### config.mk
export PLATFORM = sky130hd
export DESIGN_NAME = max_q_scanner_flat
export DESIGN_NICKNAME = d
export VERILOG_FILES = /design/src/rtl/max_q_scanner_if.sv /design/src/rtl/max_q_scanner.sv /design/src/flat_wrapper.sv
export SDC_FILE = /design/constraint.sdc
export NUM_CORES = 1
export LEC_CHECK = 0
export CAP_MARGIN = 10
export CORE_MARGIN = 4
export CORE_UTILIZATION = 49
export CTS_CLUSTER_DIAMETER = 60
export DETAILED_ROUTE_END_ITERATION = 8
export PLACE_DENSITY = 0.8
export REMOVE_ABC_BUFFERS = 1
export SYNTH_ARGS = -nofsm -noshare
export SYNTH_HDL_FRONTEND = slang
export SYNTH_SLANG_ARGS = --single-unit
### constraint.sdc
create_clock -name clk -period 2.4 [get_ports clk]
set_input_delay 0.48 -clock clk [delete_from_list [all_inputs] [get_ports clk]]
set_output_delay 0.48 -clock clk [all_outputs]
set_load 0.1 [all_outputs]
### src/rtl/max_q_scanner_if.sv
// max_q_scanner_if: scan request, Q-table read port and max-Q result bundle.
interface max_q_scanner_if #(
    parameter int STATE_W = 4,
    parameter int ACT_W   = 2,
    parameter int Q_W     = 16
);
    logic                     start;
    logic [STATE_W-1:0]       next_state;
    logic                     q_rd_en;
    logic [STATE_W+ACT_W-1:0] q_addr;
    logic [Q_W-1:0]           q_rd_data;
    logic [Q_W-1:0]           max_q;
    logic [ACT_W-1:0]         best_action;
    logic                     busy;
    logic                     done;

    modport slave (
        input  start, next_state, q_rd_data,
        output q_rd_en, q_addr, max_q, best_action, busy, done
    );

    modport master (
        output start, next_state, q_rd_data,
        input  q_rd_en, q_addr, max_q, best_action, busy, done
    );
endinterface

### src/rtl/max_q_scanner.sv
// max_q_scanner: reads one Q-table row and reports the signed maximum and its action index.
module max_q_scanner #(
    parameter int NUM_ACTIONS = 4,
    parameter int STATE_W     = 4,
    parameter int ACT_W       = 2,
    parameter int Q_W         = 16
) (
    input  logic             clk,
    input  logic             rst_n,
    max_q_scanner_if.slave   bus
);
    localparam logic [1:0] IDLE  = 2'd0;
    localparam logic [1:0] FETCH = 2'd1;
    localparam logic [1:0] WAIT  = 2'd2;
    localparam logic [1:0] DONE  = 2'd3;
    localparam logic [ACT_W-1:0] LAST = ACT_W'(NUM_ACTIONS - 1);

    logic [1:0]         state_q, state_d;
    logic [ACT_W-1:0]   cnt_q, cnt_d;
    logic [STATE_W-1:0] st_q, st_d;
    logic               vld_q;
    logic [ACT_W-1:0]   idx_q;
    logic [Q_W-1:0]     max_q_q, max_q_d;
    logic [ACT_W-1:0]   best_q, best_d;
    logic               fetch, load;

    assign fetch = state_q == FETCH;
    // Read data trails the strobe by one cycle; action 0 seeds the max unconditionally.
    assign load  = vld_q && (idx_q == '0 || $signed(bus.q_rd_data) > $signed(max_q_q));

    always_comb begin
        state_d = state_q == IDLE  ? (bus.start ? FETCH : IDLE) :
                  state_q == FETCH ? (cnt_q == LAST ? WAIT : FETCH) :
                  state_q == WAIT  ? DONE : IDLE;
        st_d    = state_q == IDLE && bus.start ? bus.next_state : st_q;
        cnt_d   = fetch && cnt_q != LAST ? cnt_q + ACT_W'(1) : '0;
        max_q_d = load ? bus.q_rd_data : max_q_q;
        best_d  = load ? idx_q : best_q;
    end

    always_ff @(posedge clk or negedge rst_n) begin
        if (!rst_n) begin
            state_q <= IDLE;
            cnt_q   <= '0;
            st_q    <= '0;
            vld_q   <= 1'b0;
            idx_q   <= '0;
            max_q_q <= '0;
            best_q  <= '0;
        end else begin
            state_q <= state_d;
            cnt_q   <= cnt_d;
            st_q    <= st_d;
            vld_q   <= fetch;
            idx_q   <= cnt_q;
            max_q_q <= max_q_d;
            best_q  <= best_d;
        end
    end

    assign bus.q_rd_en     = fetch;
    assign bus.q_addr      = fetch ? {st_q, cnt_q} : '0;
    assign bus.max_q       = max_q_q;
    assign bus.best_action = best_q;
    assign bus.busy        = state_q != IDLE;
    assign bus.done        = state_q == DONE;
endmodule

### src/flat_wrapper.sv
// flat-port wrapper written by rule: the top's interface ports become plain ports
module max_q_scanner_flat 
#(
    parameter int NUM_ACTIONS = 4,
    parameter int STATE_W     = 4,
    parameter int ACT_W       = 2,
    parameter int Q_W         = 16
)
  (clk, rst_n, bus_start, bus_next_state, bus_q_rd_data, bus_q_rd_en, bus_q_addr, bus_max_q, bus_best_action, bus_busy, bus_done);
  max_q_scanner_if #(.STATE_W(STATE_W), .ACT_W(ACT_W), .Q_W(Q_W)) bus_i ();
  input  logic clk;
  input  logic rst_n;
  input wire logic [$bits(bus_i.start)-1:0] bus_start;
  input wire logic [$bits(bus_i.next_state)-1:0] bus_next_state;
  input wire logic [$bits(bus_i.q_rd_data)-1:0] bus_q_rd_data;
  output wire logic [$bits(bus_i.q_rd_en)-1:0] bus_q_rd_en;
  output wire logic [$bits(bus_i.q_addr)-1:0] bus_q_addr;
  output wire logic [$bits(bus_i.max_q)-1:0] bus_max_q;
  output wire logic [$bits(bus_i.best_action)-1:0] bus_best_action;
  output wire logic [$bits(bus_i.busy)-1:0] bus_busy;
  output wire logic [$bits(bus_i.done)-1:0] bus_done;
  assign bus_i.start = bus_start;
  assign bus_i.next_state = bus_next_state;
  assign bus_i.q_rd_data = bus_q_rd_data;
  assign bus_q_rd_en = bus_i.q_rd_en;
  assign bus_q_addr = bus_i.q_addr;
  assign bus_max_q = bus_i.max_q;
  assign bus_best_action = bus_i.best_action;
  assign bus_busy = bus_i.busy;
  assign bus_done = bus_i.done;
  max_q_scanner #(.NUM_ACTIONS(NUM_ACTIONS), .STATE_W(STATE_W), .ACT_W(ACT_W), .Q_W(Q_W)) u_core (.clk(clk), .rst_n(rst_n), .bus(bus_i));
endmodule
; ---- Word level (Yosys, flattened, before mapping)
; Cells that the tools add are included.
[word_totals]
word_cells = 28
reg_bits = 29
inputBits = 23
[classes]
reduce_logical = 7
order_cmp = 1
eq_ne = 5
n_addsub = 1
muxes = 7
[ops]
columns = operator, n
row1 = > comparator 16 bit, 1
row2 = two-way mux 2 bit, 5
row3 = "== test 2 bit, second input constant", 3
row4 = two-way mux 6 bit, 1
row5 = logical NOT 2 bit, 2
row6 = logical AND 1 bit, 3
row7 = "adder 2 x 1 -> 2 bit, second input constant", 1
row8 = "== test 2 x 1 -> 1 bit, second input constant", 1
row9 = "!= test 2 bit, second input constant", 1
row10 = nonzero test 2 bit, 1
row11 = logical OR 1 bit, 1
row12 = two-way mux 1 bit, 1

; ---- Longest topological paths before layout
[depth]
word_depth = 4
ltp_mapped = 9

; ---- Worst setup path after synthesis
; No wires, ideal clock.
[synth_path]
kind = reg2reg
start = reg u_core.max_q_q[9], in the netlist u_core.bus.max_q[9]
end = reg u_core.max_q_q[10], in the netlist u_core.bus.max_q[10]
path_stages_with_launch = 9
period_less_slack_ps = 2632
n_path_buf = 2
path_slack_ps = -232
setup_time_ps = 116
arrival_ps = 2516
cell_sequence = dfrtp_1 inv_1 ha_1 a21o_1 o311ai_1 buf_6 buf_2 nand4_1 o311ai_0
[synth_via]
elab_chain_len = 3
[synth_lines]
columns = element, line
row1 = start: declaration, max_q_scanner.sv:23  ; logic [Q_W-1:0] max_q_q, max_q_d;
row2 = start signal: assignment, max_q_scanner.sv:56  ; max_q_q <= max_q_d;
row3 = > comparator 16 bit, max_q_scanner.sv:29  ; assign load = vld_q && (idx_q == '0 || $signed(bus.q_rd_data) > $signed(max_q_q));
row4 = logical OR 1 bit, max_q_scanner.sv:29
row5 = logical AND 1 bit, max_q_scanner.sv:29
; Every way passes these cells.
; A chain may end at the register's enable or synchronous reset.

; ---- Final worst setup path
[layout_path]
start = in bus_q_rd_data[15]
end = reg u_core.best_q[0], in the netlist u_core.bus.best_action[0]
[layout_via]
elab_chain_len = 3
[layout_lines]
columns = element, line
row1 = start: declaration, flat_wrapper.sv:15  ; input wire logic [$bits(bus_i.q_rd_data)-1:0] bus_q_rd_data;
row2 = > comparator 16 bit, max_q_scanner.sv:29
row3 = logical OR 1 bit, max_q_scanner.sv:29
row4 = logical AND 1 bit, max_q_scanner.sv:29
row5 = end signal: assignment, max_q_scanner.sv:57  ; best_q <= best_d;
row6 = end: declaration, max_q_scanner.sv:24  ; logic [ACT_W-1:0] best_q, best_d;
; Every way passes these cells.

==> impl_metrics.yaml <==
logic_synthesis:
  synthTopCellsByArea: "dfrtp_1, ha_1, o311ai_0, nand4_1, a31oi_1"
  synthTopCellsByCount: "dfrtp_1, inv_1, nand2_1, nand4_1, ha_1"
  ys_async_sr_fraction: 1.000
  seq_area_frac_synth: 0.3697
  synth.top_cell.area_share: 0.3697
  yosysMostFrequentCell: "dfrtp_1"
  avgSynthCellArea_um2: 8.964
  synth_ff_type: "dfrtp_1"
  ys_types: 34
  yosysWarningCount: 0
  synth_seq_cells: 29
  synth_area_um2: 1963
  synth-edff-count: 0
  synth_cells: 219
  synth.largest_area_cell: "dfrtp_1"
setup_path:
  worst_path_max_delay_cell: "a2111oi_1"
  crit_type: "in2reg"
  path_delay_family: "compound AO/OA/AOI/OAI gates"
  rrSetupSlack_ns: 0.28
  crit_fanout: 8
  cp.required_ns: 2.55
  cp_data_arrival_time_ns: 2.45
  startpoint_type: "input port"
  crit_chain: "clkdlybuf4s50_1 > ha_1 > nand4_2 > nor2_2 > o311ai_2 > buf_4 > a2111oi_1 > a211oi_1"
  crit_buf_inv: 2
  critPathMaxStageDelay_ns: 0.46
  cp-end-kind: "flip-flop"
sta:
  hold_viol: 0
  slew_headroom: 0.4520
  setup_viol: 0
  setup-tns-final_ns: 0
  fin_hold_ws_ns: 0.4066
  slew_viol_final: 0
  grt_setup_unrepaired: "true"
  fin_crit_ns: 2.296
  finalCritPeriodShare: 0.9567
  worst_pin_slew_ns: 0.8221
  fmax_mhz: 435.5
  clock_skew_ns: 0.008639
clock_tree:
  cts_max_path_buffers: 2
  clkSinkCount: 29
  cts_buffers: 5
  post_cts_buffers: 0
  htreeDepth: 2
  path_clk_slew_ns: 0.07
  cts-root-buf: "clkbuf_8"
  clock_latency_ns: 0.29
  tritoncts: "done"
detailed_routing:
  wl_per_cell_um: 15.93
  first_pass_iters: 4
  wl_um: 5113
  vias: 1938
  drc: 0
  ant_nets: 0
  avgViaCountPerCell: 6.037
  drt_iter0_markers: 162
worst_hold_path:
  hold_path.class: "reg2reg"
finish:
  area_growth_syn_to_layout_pct: 34.93
  n_antenna_cell: 0
  final_nets: 313
  fin_cells: 321
  fin_util: 0.7024
  nFillCells: 330
  multi_input_area_um2: 1087
  layout-drive-gt1-share: 0.2198
  regArea_um2: 725.7
global_routing:
  overflow: 0
  antenna_found_initial: 0
  first_global_vias: 1894
  track_usage: 0.2141
  grt_first_pass_wirelength_um: 8721
  grt_max_degree: 49
placement:
  gp_congestion: 0.7863
  place_hpwl_um: 3722
  dp.cells: 314
  portBuffers: 49
floorplan:
  core_area_um2: 3771
  dieHeight_um: 71.30
  die_area_um2: 5083
  placementRows: 22
  io_pins: 50
  initial_utilization: 0.5206
  die_x_um: 71.30
run:
  drv_cap: 0
status:
  outcome: "completed"
## stage by stage
stage                     setup WS [ns]  cell area [µm²]
after floorplan                  -1.076             1878
after detailed placement        -0.2061             2554
after global routing          -0.009489             2649
after global placement         -0.09298             2554
after CTS                        0.1021             2640
final                            0.1038             2649
## cells by family (layout without fill, tap and decap cells)
group                      Yosys count  after routing  share of synthesized area
AOI/OAI and AO/OA                   68             68                     0.2435
adders and majority gates           17             17                     0.1083
buffers and inverters               39             93                    0.08731
DFF                                 29             29                     0.3697
muxes                                4              4                    0.02294
and+or+nand+nor                     62             62                     0.1683
## state kept, by name (all words and copies together) (netlist names), named ones only
signal	cells
u_core.idx_q	2
u_core.st_q	4
u_core.vld_q	1
u_core.bus.max_q	16
u_core.cnt_q	2
u_core.bus.best_action	2
u_core.state_q	1
## metal layers
layer | up-vias | part of all wire | global-route usage
li1 | 939 | - | -
met1 | 928 | 0.43 | 0.2540
met2 | 63 | 0.48 | 0.3653
met3 | 8 | 0.076 | 0.06872
met4 | 0 | 0.014 | 0.07098
met5 | - | 0 | 0
## worst register-to-register path: cells and delay by family, from the launching register on
kind                     cells  cell delay (ns)
AO/OA/AOI/OAI                3             0.69
adder cells (fa/ha/maj)      1             0.31
buffers and inverters        2             0.27
flip-flops                   1             0.40
AND/OR/NAND/NOR              2             0.33
## cell type report
type	count	area share
Sequential cell	29	0.2740
Tap cell	48	0.02267
Multi-Input combinational cell	151	0.4105
Timing Repair Buffer	63	0.2277
Clock buffer	7	0.03259
Inverter	23	0.03259
## worst paths after layout
path                                             startpoint                                     to  depth (start not counted)
setup / recovery                          bus_q_rd_data[15]  u_core.bus.best_action[0]$_DFFE_PN0P_                          8
hold / removal                    u_core.cnt_q[1]$_DFF_PN0_              u_core.idx_q[1]$_DFF_PN0_                          0
setup reg to reg           u_core.bus.max_q[14]$_DFFE_PN0P_  u_core.bus.best_action[0]$_DFFE_PN0P_                          8
hold reg to reg                   u_core.cnt_q[1]$_DFF_PN0_              u_core.idx_q[1]$_DFF_PN0_                          0
max in group asynchronous                             rst_n        u_core.bus.max_q[2]$_DFFE_PN0P_                          2
min in group asynchronous                             rst_n       u_core.bus.max_q[13]$_DFFE_PN0P_                          2
## timing repair
action                                 4_1_cts  5_1_grt
setup endpoints to repair                    0        4
endpoints found under the hold margin        0        0
hold buffers                                 0        0
gates resized for setup                      0        5
## cell usage in the layout, fill, tap and decap left out, types with 3 or more instances in the layout
cell type        Yosys  layout
buf_4                0      35
dfrtp_1             29      29
inv_1               23      23
clkdlybuf4s50_1      0      22
nand2_1             21      21
nand4_1             18      18
ha_1                17      17
o22ai_1             16      16
a31oi_1             16      16
o311ai_0            16      15
and2_1               7       7
clkbuf_8             0       6
buf_12               0       6
a21oi_1              5       5
nor2_1               4       4
mux2_2               4       4
nor3_1               4       3
o21ai_0              3       3
Power is left out: the tool's default activity adds up to more than one toggle a clock period on the data nets, which glitch-free logic cannot reach.
